$ cat src/rtl/dmem_arbiter.sv
// dmem_arbiter: shares one byte-addressed memory port between instruction fetch and load/store.
// Optional DMEM_ARB_ROUND_ROBIN_EN alternates grants under contention; default is D over IF.
module dmem_arbiter #(
  parameter int unsigned AW = 8,
  parameter int unsigned DW = 32
) (
  input  logic          clk,
  input  logic          rst,
  input  logic          if_req,
  input  logic [AW-1:0] if_addr,
  output logic          if_ready,
  output logic [DW-1:0] if_rdata,
  input  logic          d_req,
  input  logic          d_we,
  input  logic [2:0]    d_funct3,
  input  logic [AW-1:0] d_addr,
  input  logic [DW-1:0] d_wdata,
  output logic          d_ready,
  output logic [DW-1:0] d_rdata,
  output logic [AW-1:0] mem_addr,
  output logic          mem_read,
  output logic          mem_write,
  output logic [2:0]    mem_funct3,
  output logic [DW-1:0] mem_wdata,
  input  logic [DW-1:0] mem_rdata
);

  typedef enum logic [1:0] {IDLE = 2'd0, ACCESS = 2'd1, RESP = 2'd2} state_t;

  localparam logic       OWN_IF  = 1'b0;
  localparam logic       OWN_D   = 1'b1;
  localparam logic [2:0] F3_WORD = 3'b010;

  state_t        state_q, state_d;
  logic          owner_q, owner_d;
  logic [AW-1:0] addr_q, addr_d;
  logic          we_q, we_d;
  logic [2:0]    funct3_q, funct3_d;
  logic [DW-1:0] wdata_q, wdata_d;
  logic          if_ready_q, if_ready_d;
  logic          d_ready_q, d_ready_d;
  logic [DW-1:0] if_rdata_q, if_rdata_d;
  logic [DW-1:0] d_rdata_q, d_rdata_d;
  logic          mem_read_q, mem_read_d;
  logic          mem_write_q, mem_write_d;
  logic          grant_d_c;

`ifdef DMEM_ARB_ROUND_ROBIN_EN
  logic last_owner_q, last_owner_d;
  // Under contention the side that lost the previous grant wins.
  assign grant_d_c = d_req && (!if_req || (last_owner_q == OWN_IF));
`else
  assign grant_d_c = d_req;
`endif

  always_ff @(posedge clk or posedge rst) begin
    if (rst) begin
      state_q     <= IDLE;
      owner_q     <= OWN_IF;
      addr_q      <= '0;
      we_q        <= 1'b0;
      funct3_q    <= 3'b000;
      wdata_q     <= '0;
      if_ready_q  <= 1'b0;
      d_ready_q   <= 1'b0;
      if_rdata_q  <= '0;
      d_rdata_q   <= '0;
      mem_read_q  <= 1'b0;
      mem_write_q <= 1'b0;
`ifdef DMEM_ARB_ROUND_ROBIN_EN
      last_owner_q <= OWN_IF;
`endif
    end else begin
      state_q     <= state_d;
      owner_q     <= owner_d;
      addr_q      <= addr_d;
      we_q        <= we_d;
      funct3_q    <= funct3_d;
      wdata_q     <= wdata_d;
      if_ready_q  <= if_ready_d;
      d_ready_q   <= d_ready_d;
      if_rdata_q  <= if_rdata_d;
      d_rdata_q   <= d_rdata_d;
      mem_read_q  <= mem_read_d;
      mem_write_q <= mem_write_d;
`ifdef DMEM_ARB_ROUND_ROBIN_EN
      last_owner_q <= last_owner_d;
`endif
    end
  end

  always_comb begin
    state_d     = state_q;
    owner_d     = owner_q;
    addr_d      = addr_q;
    we_d        = we_q;
    funct3_d    = funct3_q;
    wdata_d     = wdata_q;
    if_ready_d  = 1'b0;
    d_ready_d   = 1'b0;
    if_rdata_d  = if_rdata_q;
    d_rdata_d   = d_rdata_q;
    mem_read_d  = 1'b0;
    mem_write_d = 1'b0;
`ifdef DMEM_ARB_ROUND_ROBIN_EN
    last_owner_d = last_owner_q;
`endif
    case (state_q)
      IDLE: begin
        if (if_req || d_req) begin
          state_d = ACCESS;
          if (grant_d_c) begin
            owner_d  = OWN_D;
            addr_d   = d_addr;
            we_d     = d_we;
            funct3_d = d_funct3;
            wdata_d  = d_wdata;
          end else begin
            owner_d  = OWN_IF;
            addr_d   = if_addr;
            we_d     = 1'b0;
            funct3_d = F3_WORD;
            wdata_d  = '0;
          end
          // Strobes are registered so they line up with the ACCESS cycle.
          mem_read_d  = !(grant_d_c && d_we);
          mem_write_d = grant_d_c && d_we;
`ifdef DMEM_ARB_ROUND_ROBIN_EN
          last_owner_d = grant_d_c ? OWN_D : OWN_IF;
`endif
        end
      end
      ACCESS: begin
        state_d = RESP;
        if (owner_q == OWN_D) begin
          d_ready_d = 1'b1;
          if (!we_q) d_rdata_d = mem_rdata;
        end else begin
          if_ready_d = 1'b1;
          if (!we_q) if_rdata_d = mem_rdata;
        end
      end
      RESP: state_d = IDLE;
      default: state_d = IDLE;
    endcase
  end

  assign if_ready   = if_ready_q;
  assign d_ready    = d_ready_q;
  assign if_rdata   = if_rdata_q;
  assign d_rdata    = d_rdata_q;
  assign mem_addr   = addr_q;
  assign mem_funct3 = funct3_q;
  assign mem_wdata  = wdata_q;
  assign mem_read   = mem_read_q;
  assign mem_write  = mem_write_q;

endmodule

$ cat config.mk
export PLATFORM = sky130hd
export DESIGN_NAME = dmem_arbiter
export DESIGN_NICKNAME = d
export VERILOG_FILES = /design/src/rtl/dmem_arbiter.sv
export SDC_FILE = /design/constraint.sdc
export NUM_CORES = 1
export LEC_CHECK = 0
export BUFFER_PORTS_ARGS = -buffer_cell sky130_fd_sc_hd__buf_4
export CORE_UTILIZATION = 44
export CTS_BUF_LIST = sky130_fd_sc_hd__clkbuf_8
export CTS_CLUSTER_DIAMETER = 80
export CTS_CLUSTER_SIZE = 30
export DETAILED_ROUTE_END_ITERATION = 10
export PLACE_DENSITY_LB_ADDON = 0.1
export SYNTH_ARGS = -nofsm -noshare
export SYNTH_HDL_FRONTEND = slang
export SYNTH_SLANG_ARGS = --single-unit
$ cat constraint.sdc
create_clock -name clk -period 3 [get_ports clk]
set_input_delay 0.15 -clock clk [delete_from_list [all_inputs] [get_ports clk]]
set_output_delay 0.15 -clock clk [all_outputs]
set_load 0.005 [all_outputs]
==> impl_metrics.json <==
{
  "rsz0062_at_grt": "false",
  "wl_met3_um": 690,
  "root_buffer": "clkbuf_8",
  "first_pass_iters": 4,
  "drv_cap": 0,
  "hold_viol_final": 0,
  "cp.required_ns": 3.29,
  "cts_buffers": 17,
  "cp_max_fo": 20,
  "drc_errors": 0,
  "vias": 3228,
  "grt_pass1_wl_um": 16500,
  "clock_latency_ns": 0.41,
  "synth.yosys.warnings": 0,
  "slew_viol_final": 0,
  "initial_core_util": 0.453,
  "htree_levels": 4,
  "seqCellArea_um2": 2880,
  "path_class": "register to register",
  "cp_slowest_cell": "nor2b_4",
  "ys_async_sr_fraction": 1.00,
  "place_area_um2": 6030,
  "hold_path_class": "input port to register",
  "critPathMaxStageDelay_ns": 0.51,
  "worstSetupEndpointType": "register",
  "core-area_um2": 9730,
  "grt_max_degree": 116,
  "area_delta_synth_final_pct": 61.9,
  "io_buffers": 198,
  "clock_sinks": 115,
  "post_drt_wl_per_cell_um": 16.0,
  "path_clk_slew_ns": 0.06,
  "final.setup.tns_ns": 0,
  "avgSynthCellArea_um2": 16.8,
  "wl_met1_um": 4700,
  "grt_pass1_vias": 3255,
  "ys_ff_latch": 115,
  "post-cts-setup-buffers": 0,
  "skew_ns": 0.0104,
  "period_minus_slack_ns": 1.85,
  "slew_headroom": 0.588,
  "fmax_ghz": 0.540,
  "gr-total-overflow": 0,
  "yosysSeqAreaShare": 0.653,
  "ir_worst_vdd_mv": 0.499,
  "syn_nets": 350,
  "cts_tree": "done",
  "die_w_um": 102,
  "cp_cell_sequence": "and3b_1, nor2b_4, buf_12, mux2_4",
  "postLayoutCellArea_um2": 7130,
  "finalNetCount": 625,
  "total_power_mw": 7.31,
  "ant_nets": 0,
  "status": "completed",
  "setup_viol": 0,
  "highest_layer": "met4",
  "wl_met2_um": 5320,
  "synthCells": 262,
  "drt-total-wl_um": 10900,
  "multiInputGateArea_um2": 1410,
  "drt-vias-per-instance": 4.74,
  "synthDistinctLibCells": 22,
  "antenna_found_initial": 0,
  "fillers": 664,
  "die-area_um2": 10400,
  "synth_edf_count": 0,
  "worst_slew_pin_slew_ns": 0.618,
  "grt_usage": 0.213,
  "place_congestion": 0.731,
  "io_pins": 199,
  "rows": 36,
  "diodes": 0,
  "die_h_um": 102,
  "arrival_ns": 2.15,
  "netlist_area_um2": 4410,
  "drive_above_1_share": 0.577,
  "critPathLaunchType": "register",
  "fin_crit_sh": 0.618,
  "ys.flop_type": "dfrtp_1",
  "dp_hpwl_um": 6620,
  "leakage_nw": 3.49,
  "clock_path_buffers": 2,
  "power_density_nw_per_um2": 1020,
  "drtIter0Drc": 80,
  "final_cells": 681,
  "dp_cells": 582
}
cell families after synthesis:
group | synth area share
DFF | 0.653
muxes | 0.230
AOI/OAI and AO/OA | 0.0752
buffers and inverters | 0.0287
and+or+nand+nor | 0.0133
cell type report:
class	instances	area share
Clock inverter	9	0.0181
Clock buffer	21	0.0405
Tap cell	133	0.0233
Timing Repair Buffer	272	0.314
Sequential cell	115	0.403
Inverter	4	0.00263
Multi-Input combinational cell	127	0.198
cells in the final DEF, fill, tap and decap left out, drive strengths merged:
cell         instances
a21o                 2
a21oi                1
a22o                34
a2bb2oi              1
and2                 1
and3                 1
and3b                1
buf                203
bufinv               3
clkbuf              21
clkinv               4
clkinvlp             3
dfrtp              115
dlygate4sd3         69
inv                  3
mux2                80
nand2b               1
nor2                 2
nor2b                1
nor3                 1
o21ai                1
sequential cells by signal (all words and copies together), names as in the netlist:
name,flops
mem_read,1
d_rdata,32
mem_funct3,3
mem_wdata,32
state_q,2
if_ready,1
owner_q,1
d_ready,1
if_rdata,32
mem_addr,8
we_q,1
mem_write,1
power breakdown:
part	leakage, nW	total, mW	switching (mW)	internal (mW)
clock network	0.210	1.48	0.585	0.898
registers	1.40	2.81	0.470	2.34
logic	1.88	3.02	1.05	1.96
worst paths after layout:
check                                  start  cells past startpoint  slack (ns)             to
worst max-delay path                 owner_q                      4        1.15    d_rdata[29]
worst min-delay path                   d_req                      2        0.04       mem_read
worst max register to register       owner_q                      4        1.15    d_rdata[29]
worst min register to register  if_rdata[25]                      1        0.50   if_rdata[25]
max in group asynchronous                rst                      4        2.08   mem_wdata[4]
min in group asynchronous                rst                      4        0.43  mem_wdata[11]
routing by layer:
metal  up-vias  global-route usage
met4         0              0.0901
met3        17              0.0698
met5         -                   0
met1      1573               0.273
met2       135               0.332
li1       1503                   -
through the flow:
step | util | setup slack (ns) | hold WS [ns]
after floorplan | - | 1.45 | 0.241
final | 0.733 | 1.15 | 0.0427
after detailed placement | 0.619 | 1.15 | 0.348
after global routing | 0.733 | 1.05 | 0.0380
after CTS | 0.733 | 1.14 | 0.0179
after global placement | 0.619 | 1.21 | 0.335
worst max-delay path: cells and delay by family, from the launching register on:
kind                   cells  cell delay [ns]
DFF                        1             0.42
buffers and inverters      1             0.28
muxes                      1             0.32
and+or+nand+nor            2             0.71
repair_timing:
item | 4_1_cts | 5_1_grt
resized for setup | 0 | 0
hold buffers | 69 | 0
hold endpoints to repair | 215 | 0
cell usage after synthesis (2+ instances only):
cell / n / share of area
buf_4: 3 / 0.0051
inv_1: 3 / 0.0026
mux2_4: 30 / 0.10
mux2_2: 48 / 0.12
dfrtp_1: 115 / 0.65
a21o_1: 2 / 0.0034
mux2_1: 2 / 0.0051
a22o_1: 34 / 0.068
buf_2: 8 / 0.0091
buf_6: 4 / 0.010
nor2_1: 2 / 0.0017
Note: power is estimated with default switching activity, not from simulation.
